### config.mk
export PLATFORM = sky130hd
export DESIGN_NAME = pot_filter_alu
export DESIGN_NICKNAME = d
export VERILOG_FILES = /design/src/rtl/alu_pkg.sv /design/src/rtl/pot_addsub.sv /design/src/rtl/pot_filter_alu.sv
export SDC_FILE = /design/constraint.sdc
export NUM_CORES = 1
export LEC_CHECK = 0
export ABC_AREA = 1
export CORE_ASPECT_RATIO = 1.75
export CORE_MARGIN = 5
export CORE_UTILIZATION = 56
export CTS_CLUSTER_DIAMETER = 120
export DETAILED_ROUTE_END_ITERATION = 6
export PLACE_DENSITY = 0.82
export SLEW_MARGIN = 25
export SYNTH_ARGS = -nofsm -noshare
export SYNTH_HDL_FRONTEND = slang
export SYNTH_SLANG_ARGS = --single-unit
### constraint.sdc
create_clock -name clk -period 4.37 [get_ports clk]
set_clock_uncertainty 0.05 [all_clocks]
set_input_delay 0.874 -clock clk [delete_from_list [all_inputs] [get_ports clk]]
set_output_delay 0.874 -clock clk [all_outputs]
set_load 0.02 [all_outputs]
### src/rtl/alu_pkg.sv
// rtl/alu_pkg.sv - shared state encoding, default parameters and coefficient field layout
package alu_pkg;

    typedef enum logic [1:0] {
        IDLE = 2'd0,
        LOAD = 2'd1,
        RUN  = 2'd2,
        OUT  = 2'd3
    } alu_state_e;

    localparam int DEF_DATA_W      = 16;
    localparam int DEF_GUARD_W     = 8;
    localparam int DEF_ACC_W       = 40;
    localparam int DEF_DATA_DEPTH  = 256;
    localparam int DEF_COEFF_DEPTH = 512;
    localparam int DEF_N_RJ        = 16;
    localparam int DEF_CHANNELS    = 2;

    // Delay k occupies the low bits of a coefficient word; the sign bit sits directly above it.
    localparam int COEFF_K_LSB = 0;

endpackage

### src/rtl/pot_addsub.sv
// rtl/pot_addsub.sv - sign-extending add/subtract of a sample into the accumulator top field
module pot_addsub
    import alu_pkg::*;
#(
    parameter int DATA_W  = DEF_DATA_W,
    parameter int GUARD_W = DEF_GUARD_W
) (
    input  logic [DATA_W+GUARD_W-1:0] a,
    input  logic [DATA_W-1:0]         b,
    input  logic                      sub,
    output logic [DATA_W+GUARD_W-1:0] y,
    output logic                      ovf
);

    localparam int W = DATA_W + GUARD_W;

    logic [W-1:0] b_ext;

    // Two's-complement add/subtract; overflow when the result sign disagrees with the operand signs.
    always_comb begin
        b_ext = {{GUARD_W{b[DATA_W-1]}}, b};
        y     = sub ? (a - b_ext) : (a + b_ext);
        if (sub) begin
            ovf = (a[W-1] != b_ext[W-1]) && (y[W-1] != a[W-1]);
        end else begin
            ovf = (a[W-1] == b_ext[W-1]) && (y[W-1] != a[W-1]);
        end
    end

endmodule

### src/rtl/pot_filter_alu.sv
// rtl/pot_filter_alu.sv - multi-channel POT accumulate/shift ALU (ALU_OVF_DETECT_EN adds sticky overflow flag)
module pot_filter_alu
    import alu_pkg::*;
#(
    parameter int DATA_W      = DEF_DATA_W,
    parameter int GUARD_W     = DEF_GUARD_W,
    parameter int ACC_W       = DEF_ACC_W,
    parameter int DATA_DEPTH  = DEF_DATA_DEPTH,
    parameter int COEFF_DEPTH = DEF_COEFF_DEPTH,
    parameter int N_RJ        = DEF_N_RJ,
    parameter int CHANNELS    = DEF_CHANNELS,
    localparam int DADDR_W    = $clog2(DATA_DEPTH),
    localparam int CADDR_W    = $clog2(COEFF_DEPTH),
    localparam int RADDR_W    = (N_RJ > 1) ? $clog2(N_RJ) : 1,
    localparam int CH_W       = (CHANNELS > 1) ? $clog2(CHANNELS) : 1
) (
    input  logic                      clk,
    input  logic                      clear,
    input  logic                      start,
    input  logic [DADDR_W-1:0]        newest_addr,
    input  logic [DATA_W-1:0]         data,
    input  logic [DADDR_W:0]          coeff_data,
    input  logic [CADDR_W:0]          rj_data,
    output logic [CH_W+DADDR_W-1:0]   data_addr,
    output logic [CH_W+CADDR_W-1:0]   coeff_addr,
    output logic [CH_W+RADDR_W-1:0]   rj_addr,
    output logic                      busy,
    output logic [ACC_W-1:0]          result,
    output logic                      result_valid,
    output logic [CH_W-1:0]           result_ch,
    output logic                      done,
    output logic                      ovf
);

    localparam int TOP_W    = DATA_W + GUARD_W;
    localparam int SIGN_POS = COEFF_K_LSB + DADDR_W;

    alu_state_e state, state_nxt;

    logic [CH_W-1:0]           ch;
    logic [RADDR_W-1:0]        j;
    logic [CADDR_W:0]          u;
    logic [CADDR_W-1:0]        cidx;
    logic signed [ACC_W-1:0]   acc;

    logic [DADDR_W-1:0]        coeff_k;
    logic                      coeff_neg;
    logic [DADDR_W-1:0]        sample_idx;
    logic                      rj_zero;
    logic                      group_end;
    logic                      last_group;
    logic                      last_ch;
    logic [TOP_W-1:0]          top_sum;
    logic                      addsub_ovf;
    logic signed [ACC_W-1:0]   acc_pre;
    logic signed [ACC_W-1:0]   acc_nxt;

    assign coeff_k    = coeff_data[COEFF_K_LSB +: DADDR_W];
    assign coeff_neg  = coeff_data[SIGN_POS];
    assign sample_idx = newest_addr - coeff_k;
    assign rj_zero    = (rj_data == '0);
    assign group_end  = rj_zero || (u == (rj_data - (CADDR_W+1)'(1)));
    assign last_group = (j == RADDR_W'(N_RJ - 1));
    assign last_ch    = (ch == CH_W'(CHANNELS - 1));

    // The sample ring offset is only meaningful while accumulating; hold it at zero otherwise.
    assign data_addr  = {ch, (state == RUN) ? sample_idx : {DADDR_W{1'b0}}};
    assign coeff_addr = {ch, cidx};
    assign rj_addr    = {ch, j};

    pot_addsub #(
        .DATA_W  (DATA_W),
        .GUARD_W (GUARD_W)
    ) u_addsub (
        .a   (acc[ACC_W-1 -: TOP_W]),
        .b   (data),
        .sub (coeff_neg),
        .y   (top_sum),
        .ovf (addsub_ovf)
    );

    // Add into the top field (skipped for empty groups), then close the group with an arithmetic shift.
    always_comb begin
        acc_pre = rj_zero ? acc : {top_sum, acc[ACC_W-TOP_W-1:0]};
        acc_nxt = group_end ? (acc_pre >>> 1) : acc_pre;
    end

    // State register; clear dominates any concurrent start.
    always_ff @(posedge clk) begin
        if (clear) begin
            state <= IDLE;
        end else begin
            state <= state_nxt;
        end
    end

    // Next-state sequencing and status outputs.
    always_comb begin
        state_nxt    = state;
        busy         = (state != IDLE);
        result_valid = 1'b0;
        done         = 1'b0;
        unique case (state)
            IDLE: if (start) state_nxt = LOAD;
            LOAD: state_nxt = RUN;
            RUN:  if (group_end && last_group) state_nxt = OUT;
            OUT: begin
                result_valid = 1'b1;
                done         = last_ch;
                state_nxt    = last_ch ? IDLE : LOAD;
            end
            default: state_nxt = IDLE;
        endcase
    end

    // Counters and accumulator; the final accumulator value is captured on entry to OUT so it is
    // already on result while result_valid is high.
    always_ff @(posedge clk) begin
        if (clear) begin
            ch        <= '0;
            j         <= '0;
            u         <= '0;
            cidx      <= '0;
            acc       <= '0;
            result    <= '0;
            result_ch <= '0;
        end else begin
            unique case (state)
                IDLE: begin
                    ch <= '0;
                end
                LOAD: begin
                    acc  <= '0;
                    j    <= '0;
                    u    <= '0;
                    cidx <= '0;
                end
                RUN: begin
                    acc <= acc_nxt;
                    if (!rj_zero) begin
                        cidx <= cidx + CADDR_W'(1);
                    end
                    if (group_end) begin
                        u <= '0;
                        j <= j + RADDR_W'(1);
                    end else begin
                        u <= u + (CADDR_W+1)'(1);
                    end
                    if (group_end && last_group) begin
                        result    <= acc_nxt;
                        result_ch <= ch;
                    end
                end
                OUT: begin
                    ch <= last_ch ? '0 : ch + CH_W'(1);
                end
                default: ch <= '0;
            endcase
        end
    end

`ifdef ALU_OVF_DETECT_EN
    logic ovf_q;

    // Sticky overflow: set by any overflowing add/subtract, cleared by clear or an accepted start.
    always_ff @(posedge clk) begin
        if (clear) begin
            ovf_q <= 1'b0;
        end else if (state == IDLE && start) begin
            ovf_q <= 1'b0;
        end else if (state == RUN && !rj_zero && addsub_ovf) begin
            ovf_q <= 1'b1;
        end
    end

    assign ovf = ovf_q;
`else
    logic unused_addsub_ovf;
    assign unused_addsub_ovf = addsub_ovf;
    assign ovf = 1'b0;
`endif

endmodule

==> Flow_metrics.wiki <==
{| class="wikitable"
! Metric !! Value
|-
| DIE AREA || 17200 um^2
|-
| H-tree level count || 3
|-
| Filler cell count || 1330
|-
| Largest family of logic cells by synthesized area || simple AND/OR/NAND/NOR gates
|-
| Count of cell types in the netlist || 43
|-
| Sum of buffers and inverters on the critical path || 6
|-
| Hold buffer count at cts || 0
|-
| Ranking of synthesized cells by area || sky130_fd_sc_hd__dfxtp_1 26%, sky130_fd_sc_hd__nand2_1 20%, sky130_fd_sc_hd__inv_1 9.6%, sky130_fd_sc_hd__nand3_1 8.9%, sky130_fd_sc_hd__a21oi_1 7.7%
|-
| Type of element launching the critical path || input pin
|-
| Placed cell area || 9640 um^2
|-
| Leading cell type by number of instances after synthesis || sky130_fd_sc_hd__nand2_1
|-
| Number of global-route vias before repair || 8461
|-
| Multiplexer share of the synthesized area || 0.00245
|-
| WHS || 410 ps
|-
| Highest Clock Rate || 244 MHz
|-
| Top cell by count, worst path || sky130_fd_sc_hd__nand2_1
|-
| Flip-flop and latch count after synthesis || 107
|-
| Number of buffers on the longest clock path || 2
|-
| Top FF cell, synth || sky130_fd_sc_hd__dfxtp_1
|-
| Reported leakage power || 0.00480 uW
|-
| Area Overhead vs Synth || 21.5%
|-
| Total power divided by cell area || 326 nW/um^2
|-
| Most used standard cells in the synthesized netlist || 437 x sky130_fd_sc_hd__nand2_1, 210 x sky130_fd_sc_hd__inv_1, 146 x sky130_fd_sc_hd__nand3_1
|-
| Worst vdd rail ir drop || 0.000271 V
|-
| Count of antenna-violating nets left after detailed routing || 0
|-
| Top Family by Delay on Critical Path || simple AND/OR/NAND/NOR gates
|-
| Net Count, Synth || 1466
|-
| Highest fanout seen on the critical path || 4
|-
| Area share of the leading cell type in the synthesized netlist || 0.262
|-
| Clock Sink Count || 107
|-
| Number of max-slew violations in the final report || 0
|-
| Synthesized-area fraction occupied by ao, oa, aoi and oai cells || 0.117
|-
| DRC || 0
|-
| Number of clock buffers inserted by TritonCTS || 9
|-
| IO Count || 115
|-
| Net load switching power || 1280 uW
|-
| Simple-Gate Fraction of Synth Area || 0.393
|-
| Worst path max stage delay || 440 ps
|-
| Worst setup slack after placement || -81.9 ps
|-
| YS warnings || 0
|-
| Switching part of the total || 0.394
|-
| Vertical die dimension || 170 um
|-
| Die Wd || 101 um
|-
| Slew Limit Headroom || 0.453
|-
| Final number of setup-violating endpoints || 0
|-
| Maximum capacitance violations || 0
|-
| Worst min path class || register to register
|-
| Post-synth EDFFs || 0
|-
| Number of rows in the core area || 58
|-
| Initial antenna violation count || 0
|-
| Post-CTS Setup Bufs || 0
|-
| Final Critical Period || 4090 ps
|-
| Final layout net count || 1587
|-
| Weighted congestion at the end of routability-driven global placement || 0.945
|-
| Data required time at the worst endpoint || 4560 ps
|-
| Clock-pin slew reported for the worst setup and hold paths after clock tree synthesis || 70 ps
|-
| Post-Syn Area per Cell || 5.94 um^2
|-
| First-pass GRT wire length || 37800 um
|-
| Starting Density || 0.570
|-
| Endpoint kind of the worst setup timing path || register
|-
| Cell area after technology mapping || 8190 um^2
|-
| Placed Cells || 1667
|-
| Post-route cell area || 9940 um^2
|-
| Internal cell power || 1970 uW
|-
| Post-synthesis share of cell area spent on full adders, half adders and majority gates || 0.0676
|-
| GRT overflow || 0
|-
| Number of vias per cell after detailed routing || 5.34
|-
| Detailed-routing iteration count for the pre-antenna-repair pass || 5
|-
| Clk network pwr share || 0.247
|-
| Worst Tran Pin Value || 818 ps
|-
| Post-synthesis instance total || 1377
|-
| Final Hold Vio Count || 0
|-
| Post-layout instance count excluding filler cells || 1681
|-
| Insertion delay of the later-clocked pin in the worst-skew pair || 340 ps
|-
| Number of inserted diodes || 0
|-
| Core Area || 14400 um^2
|-
| XOR/XNOR Fraction of Synth Area || 0.0300
|-
| Kind of critical path || input pin to register
|-
| Total number of vias || 8982
|-
| Wire length per cell || 14.0 um
|-
| Result of the run || finished, final reports clean
|-
| Maximum number of pins on one net before global-route repair || 63
|-
| WP data arrival || 4280 ps
|-
| Clock root buffer master || sky130_fd_sc_hd__clkbuf_16
|-
| Leading area contributor after synthesis || sky130_fd_sc_hd__dfxtp_1
|-
| First-iteration detailed-routing DRC count || 418
|-
| Slowest stage cell on the critical path || sky130_fd_sc_hd__clkdlybuf4s50_1
|-
| Final critical-path share of the clock period || 0.936
|-
| Final HPWL from detailed placement || 18200 um
|-
| Cell Chain, Critical Path || clkdlybuf4s50_1 -> inv_1 -> ha_1 -> nand2_1 -> nor3_1 -> buf_4 -> inv_1 -> o41ai_1 -> xor2_1 -> inv_1 -> ha_1 -> buf_4 -> nand2_1 -> nor2_2 -> and2_1 -> nand2_1 -> nor2_1 -> nor2_1 -> nand2_1 -> nand2_1 -> nand2_1 -> nand4_1 -> a21oi_1 -> nor2_1
|-
| Final worst-path setup slack || 278 ps
|-
| Fraction of registers with async set or reset after synthesis || 0
|-
| Global-route usage over all layers || 0.269
|-
| Comb pwr share || 0.420
|-
| Sequential Power Share || 0.333
|-
| TritonCTS clock tree || built
|-
| Cells resized by post-CTS repair || 0
|-
| Port Buf Inserts || 113
|-
| Share of the yosys chip area belonging to registers || 0.262
|-
| Ratio of cells with drive above 1 in the final layout || 0.0580
|-
| Total Routed Length || 23500 um
|}
==> sequential cells by signal (all words and copies together) (netlist names) <==
signal,cells
acc,40
ch,1
cidx,9
j,4
result,40
result_ch,1
state,2
u,10
==> metal layers <==
metal	global-route usage	share of wire
met5	0	0
met2	0.511	0.53
met3	0.0230	0.046
met1	0.271	0.36
met4	0.173	0.062
==> cell families after synthesis <==
kind of cell	Yosys count
and+or+nand+nor	753
buffers and inverters	264
AOI/OAI and AO/OA	179
DFF	107
adders and majority gates	43
xor gates and xnor gates	28
muxes	2
other	1
==> final timing paths <==
path                      to        from  slack [ps]  depth (start not counted)
setup reg to reg  result[12]        u[0]        1640                         14
setup / recovery  result[36]     data[0]         280                         24
hold / removal    result[26]  result[26]         410                          2
hold reg to reg   result[26]  result[26]         410                          2
==> cell type report <==
type | count | area, um^2 | share of cell area
Clock buffer | 11 | 243 | 0.0244
Clock inverter | 3 | 40.0 | 0.00403
Inverter | 216 | 811 | 0.0815
Multi-Input combinational cell | 1006 | 5010 | 0.504
Sequential cell | 107 | 2140 | 0.215
Tap cell | 180 | 225 | 0.0227
Timing Repair Buffer | 158 | 1470 | 0.148
==> cells in the final DEF, fill, tap and decap left out, drive strengths merged, types with 3 or more instances in the layout <==
cell,n
a21oi,126
a31oi,3
buf,46
clkbuf,11
clkdlybuf4s50,110
clkinv,4
dfxtp,107
ha,41
inv,214
nand2,441
nand3,148
nand3b,17
nand4,14
nor2,111
nor3,9
o21ai,29
o21bai,7
o31ai,5
or2,8
xnor2,11
xor2,17
==> tightest hold or removal path: stages, from the launching register on <==
cell	delay (ps)
sky130_fd_sc_hd__dfxtp_1	320
sky130_fd_sc_hd__inv_1	50
sky130_fd_sc_hd__a21oi_1	50
==> power by group through the flow <==
stage          combinational (uW)  clock [uW]  sequential [uW]
6_report                     1360         799             1080
5_1_grt                      1510         847             1090
4_1_cts                      1350         808             1080
3_5_place_dp                 1340           0             1100
3_3_place_gp                 1330           0             1100
2_1_floorplan                 928           0             1090
==> through the flow <==
step	setup TNS (ps)	power, uW	util
2_1_floorplan	0	2010	-
3_3_place_gp	-111	2430	0.671
3_5_place_dp	-588	2440	0.671
4_1_cts	0	3240	0.690
5_1_grt	-47.7	3440	0.692
6_report	0	3240	0.692
(Power assumes the default switching activity.)
